<file path="src/rtl/uart_pc_reporter.sv">
// Frames PC_plus_1 as HEADER, PC high byte, PC low byte [, XOR checksum] into the UART TX FIFO.
// Optional checksum byte is enabled with `define REPORT_CHECKSUM_EN.
module uart_pc_reporter #(
    parameter int          PC_WIDTH = 10,
    parameter logic [7:0]  HEADER   = 8'hA5
) (
    input  logic                clk,
    input  logic                reset,
    input  logic                report,
    input  logic [PC_WIDTH-1:0] pc,
    input  logic                tx_full,
    output logic                wr,
    output logic [7:0]          w_data,
    output logic                busy,
    output logic                done
);

    typedef enum logic [2:0] {
        IDLE,
        HDR,
        PCH,
        PCL,
        CHK,
        DONE
    } state_t;

    state_t                state;
    state_t                state_nxt;
    logic [PC_WIDTH-1:0]   pc_q;
    logic [15:0]           pc_ext;

    assign pc_ext = 16'(pc_q);

    always_ff @(posedge clk or negedge reset) begin
        if (!reset) begin
            state <= IDLE;
            pc_q  <= '0;
        end else begin
            state <= state_nxt;
            if (state == IDLE && report) begin
                pc_q <= pc;
            end
        end
    end

    // Byte states advance only on an edge where the FIFO actually takes the byte.
    always_comb begin
        state_nxt = state;
        wr        = 1'b0;
        w_data    = 8'h00;
        busy      = 1'b1;
        done      = 1'b0;
        unique case (state)
            IDLE: begin
                busy = 1'b0;
                if (report) begin
                    state_nxt = HDR;
                end
            end
            HDR: begin
                w_data = HEADER;
                wr     = !tx_full;
                if (!tx_full) begin
                    state_nxt = PCH;
                end
            end
            PCH: begin
                w_data = pc_ext[15:8];
                wr     = !tx_full;
                if (!tx_full) begin
                    state_nxt = PCL;
                end
            end
            PCL: begin
                w_data = pc_ext[7:0];
                wr     = !tx_full;
                if (!tx_full) begin
`ifdef REPORT_CHECKSUM_EN
                    state_nxt = CHK;
`else
                    state_nxt = DONE;
`endif
                end
            end
            CHK: begin
`ifdef REPORT_CHECKSUM_EN
                w_data = HEADER ^ pc_ext[15:8] ^ pc_ext[7:0];
                wr     = !tx_full;
                if (!tx_full) begin
                    state_nxt = DONE;
                end
`else
                state_nxt = IDLE;
`endif
            end
            DONE: begin
                done      = 1'b1;
                state_nxt = IDLE;
            end
            default: begin
                busy      = 1'b0;
                state_nxt = IDLE;
            end
        endcase
    end

endmodule

</file>
<file path="config.mk">
export PLATFORM = sky130hd
export DESIGN_NAME = uart_pc_reporter
export DESIGN_NICKNAME = d
export VERILOG_FILES = /design/src/rtl/uart_pc_reporter.sv
export SDC_FILE = /design/constraint.sdc
export NUM_CORES = 1
export LEC_CHECK = 0
export CORE_AREA = 3 3 40 42
export DETAILED_ROUTE_END_ITERATION = 6
export DIE_AREA = 0 0 43 45
export DONT_BUFFER_PORTS = 1
export GPL_TIMING_DRIVEN = 0
export HOLD_SLACK_MARGIN = 0.1
export PLACE_DENSITY_LB_ADDON = 0.1
export SLEW_MARGIN = 15
export SYNTH_ARGS = -nofsm -noshare
export SYNTH_HDL_FRONTEND = slang
export SYNTH_SLANG_ARGS = --single-unit
</file>
<file path="constraint.sdc">
create_clock -name clk -period 4.5 [get_ports clk]
set_input_delay 0.9 -clock clk [delete_from_list [all_inputs] [get_ports clk]]
set_output_delay 0.9 -clock clk [all_outputs]
set_load 0.03 [all_outputs]
</file>
; Yosys cells after proc, flatten, opt, wreduce, memory -nomap -nowiden
; Index checks and enable logic that the tools add are counted.
[op_classes]
multipliers = 0
n_reduce_logical = 6
muxes = 9
bitwise_logic = 0
eq_ne = 9
n_shift = 0
n_lt_le_gt_ge = 0
add_sub_neg = 0
n_div = 0
[op_table]
columns = cell, count
row1 = one-hot mux 8 bit (3 select lines), 1
row2 = two-way mux 3 bit, 4
row3 = one-hot mux 3 bit (4 select lines), 1
row4 = "!= test 2 bit, second input constant", 4
row5 = "== test 3 x 2 -> 1 bit, second input constant", 2
row6 = "== test 3 bit, second input constant", 2
row7 = OR reduction 5 bit, 1
row8 = AND reduction 4 bit, 1
row9 = "== test 3 x 1 -> 1 bit, second input constant", 1
row10 = zero test 3 bit, 1
row11 = two-way mux 1 bit, 3
row12 = OR reduction 3 bit, 1
row13 = logical AND 1 bit, 1
row14 = zero test 1 bit, 1
[word_totals]
ff_bits = 13
mem_count = 0
romBits = 0
elab_cells = 26
in_bits = 14
latch_bits = 0
output_inout_bits = 11
mem_bits_rw = 0

; Logic depth before layout (Yosys ltp)
[logic_depth]
depth_word = 3
ltp_mapped = 7
depth_no_buf = 5

; Least setup slack after synthesis
; Ideal clock, no wire load.
[synth_timing]
path_type = register to output
from = register state[2]
to = output port w_data[1]
arrival_time_ns = 1.638
required_time_ns = 3.600
path_slack_ns = 1.962
path_buffers = 2
path_stages_with_launch = 7
path_cell_list = dfrtp_1 -> buf_4 -> inv_1 -> ha_1 -> buf_2 -> nand2_1 -> nor3_1
[synth_via]
elab_chain_len = 2
elab_cells_between_ends = 4
classes_between = 3 x eq/ne / 1 x mux
[synth_lines]
columns = item, line_no
row1 = "start, declared", 27  ; state_t state;
row2 = "start signal, assigned", 39  ; state <= state_nxt;
row3 = == test 3 x 2 -> 1 bit or == test 3 x 1 -> 1 bit (tied branches), 53  ; unique case (state)
row4 = one-hot mux 8 bit (3 select lines) *, 53
row5 = "end, declared", 13  ; output logic [7:0] w_data,
; Every way passes the cells marked *; elsewhere a longest branch is shown, timed or not.

; Worst setup path after layout
; Same ends and word-level chain as after synthesis.

==> results_dict.tcl <==
set metrics [dict create \
    drc_errors 0 \
    viasPerCell 5.90 \
    finalWeightedCongestion 0.755 \
    postCtsResizedCells 0 \
    crit_required_ns 3.60 \
    synth.area.top_cells "dfrtp_1 (42%), mux2_4 (19%), a21oi_1 (3.2%)" \
    setup_tns_ns 0 \
    die_x_microns 43 \
    diodes 0 \
    place_ws_ns 1.82 \
    grtUsageMet2_pct 31.1 \
    nets 89 \
    power_density_nw_per_um2 859 \
    fmax_ghz 0.335 \
    h-tree-depth 1 \
    grt_max_degree 14 \
    crit_type "flop to primary output" \
    final.setup_skew_ns 0.00304 \
    fp.coreArea_sq_um 1280 \
    synth_cell_types 26 \
    ys_seq_area_share_pct 41.7 \
    dieArea_sq_um 1940 \
    cts_setup_buffers 0 \
    synth_top_cells_by_count "dfrtp_1 (13), mux2_4 (10), a21oi_1 (5), nand2_1 (5), nor2_1 (4)" \
    cts_root_buf "clkbuf_4" \
    worstMarginPinSlew_ns 0.910 \
    avgSynthCellArea_sq_um 11.5 \
    critPathLaunchType "flop" \
    worstPathMaxFanout 9 \
    initial_core_util_pct 60.7 \
    fin_crit_sh_pct 66.3 \
    drtIter0Drc 10 \
    clk-insertion-delay-late_ns 0.28 \
    place_inst 83 \
    hold_viol 0 \
    drive_gt1_share_pct 30.6 \
    avgRoutedWirePerCell_microns 17.2 \
    syn_nets 84 \
    yosys.area.top_type "dfrtp_1" \
    fp.dieH_microns 45 \
    cts_buffers 3 \
    num_rows 13 \
    grt_pass1_wl_microns 2490 \
    cts_tree "done" \
    fillers 107 \
    hold_ws_ns 0.300 \
    hold_class "input pin to async pin" \
    timing.slew.headroom_pct 38.8 \
    synth_most_common_cell "dfrtp_1" \
    dp_hpwl_microns 1190 \
    grt_setup_unrepaired "false" \
    ys_async_sr_fraction_pct 100 \
    syn-instance-count 68 \
    use_met3_pct 4.38 \
    outcome "finished, final reports clean" \
    antenna_found_initial 0 \
    met1_usage_pct 22.2 \
    area_growth_pct 5.78 \
    max_cap_violations 0 \
    path_clk_slew_ns 0.08 \
    cts.path.max_buffers 2 \
    ant_nets 0 \
    vias 513 \
    endpoint_kind "primary output" \
    synth_top_area_share_pct 41.7 \
    first_global_vias 508 \
    vdd_ir_drop_max_uv 448 \
    maxSlewViolCount 0 \
    crit_arrival_ns 2.08 \
    track_usage_pct 18.7 \
    yosysWarnings 0 \
    firstDrtPassIters 4 \
    layout.cells.non_filler 87 \
    fin_ws_ns 1.52 \
    grt.overflow.total 0 \
    synth-edff-count 0 \
    io_buffers 0 \
    power_w 0.000708 \
    top_usage_layer "met2" \
    finalCriticalPeriod_ns 2.98 \
    synthFlopType "dfrtp_1" \
    wirelength_microns 1500 \
    setup_viol 0 \
    cts_num_sinks 13 \
    syn-cell-area_sq_um 779 \
    power_leakage_nw 0.382 \
    cts_hold_buf 0 \
    ios 25 \
    synth_seq_cells 13 \
]
## final timing paths
| check | from | end | cells after the start | slack, ns |
|---|---|---|---|---|
| max in group asynchronous | reset | pc_q[1]$_DFFE_PN0P_ | 0 | 4.13 |
| max reg2reg | state[1]$_DFFE_PN0P_ | state[1]$_DFFE_PN0P_ | 6 | 2.86 |
| max | state[2]$_DFFE_PN0P_ | w_data[1] | 6 | 1.52 |
| min in group clk | pc_q[2]$_DFFE_PN0P_ | pc_q[2]$_DFFE_PN0P_ | 1 | 0.52 |
| min reg2reg | pc_q[2]$_DFFE_PN0P_ | pc_q[2]$_DFFE_PN0P_ | 1 | 0.52 |
| min | reset | pc_q[3]$_DFFE_PN0P_ | 0 | 0.30 |
## sequential cells by signal, summed over array words and instances (netlist names)
| signal | count |
|---|---|
| pc_q | 10 |
| state | 3 |
## power breakdown
part | switching, W | total, W | internal (W) | leakage [nW]
combinational | 0.000243 | 0.000422 | 0.000179 | 0.211
clock | 0.0000391 | 0.0000736 | 0.0000345 | 0.0150
sequential | 0.0000377 | 0.000213 | 0.000175 | 0.156
total | 0.000320 | 0.000708 | 0.000389 | 0.382
## worst max-delay path, stage by stage, from the launching register on
cell     delay (ns)
dfrtp_1        0.36
buf_4          0.17
inv_1          0.15
ha_1           0.16
buf_2          0.18
nand2_1        0.07
nor3_1         0.70
## per-stage QoR
step,utilization (%),instance area [sq um]
after floorplan,-,779
after global placement,62.1,798
after detailed placement,62.1,798
after CTS,64.2,825
after global routing,64.2,825
final,64.2,825
## final cells by class
cell class	count	area, sq um	share of cell area, %
multi-input combinational	47	394	47.8
sequential	13	325	39.5
buffer	5	48.8	5.92
clock buffer	4	26.3	3.19
tap	15	18.8	2.28
inverter	3	11.3	1.37
## layer usage
metal,vias up,share of wire (%)
met2,21,51
met5,-,0
li1,247,-
met1,242,41
met4,0,1.7
met3,3,6.5
## cell families after synthesis
group	count (synthesis)	synth area share (%)
muxes	12	21.8
adders and majority gates	2	3.21
buffers and inverters	8	7.70
AOI/OAI and AO/OA	12	9.47
and+or+nand+nor	21	16.1
DFF	13	41.7
## placed cells by master, fill, tap and decap left out, types with 3 or more instances in the layout
cell	count
dfrtp_1	13
mux2_4	10
nand2_1	5
a21oi_1	5
nor2_1	4
inv_1	3
and3_1	3
clkbuf_4	3
(Power assumes the default switching activity.)
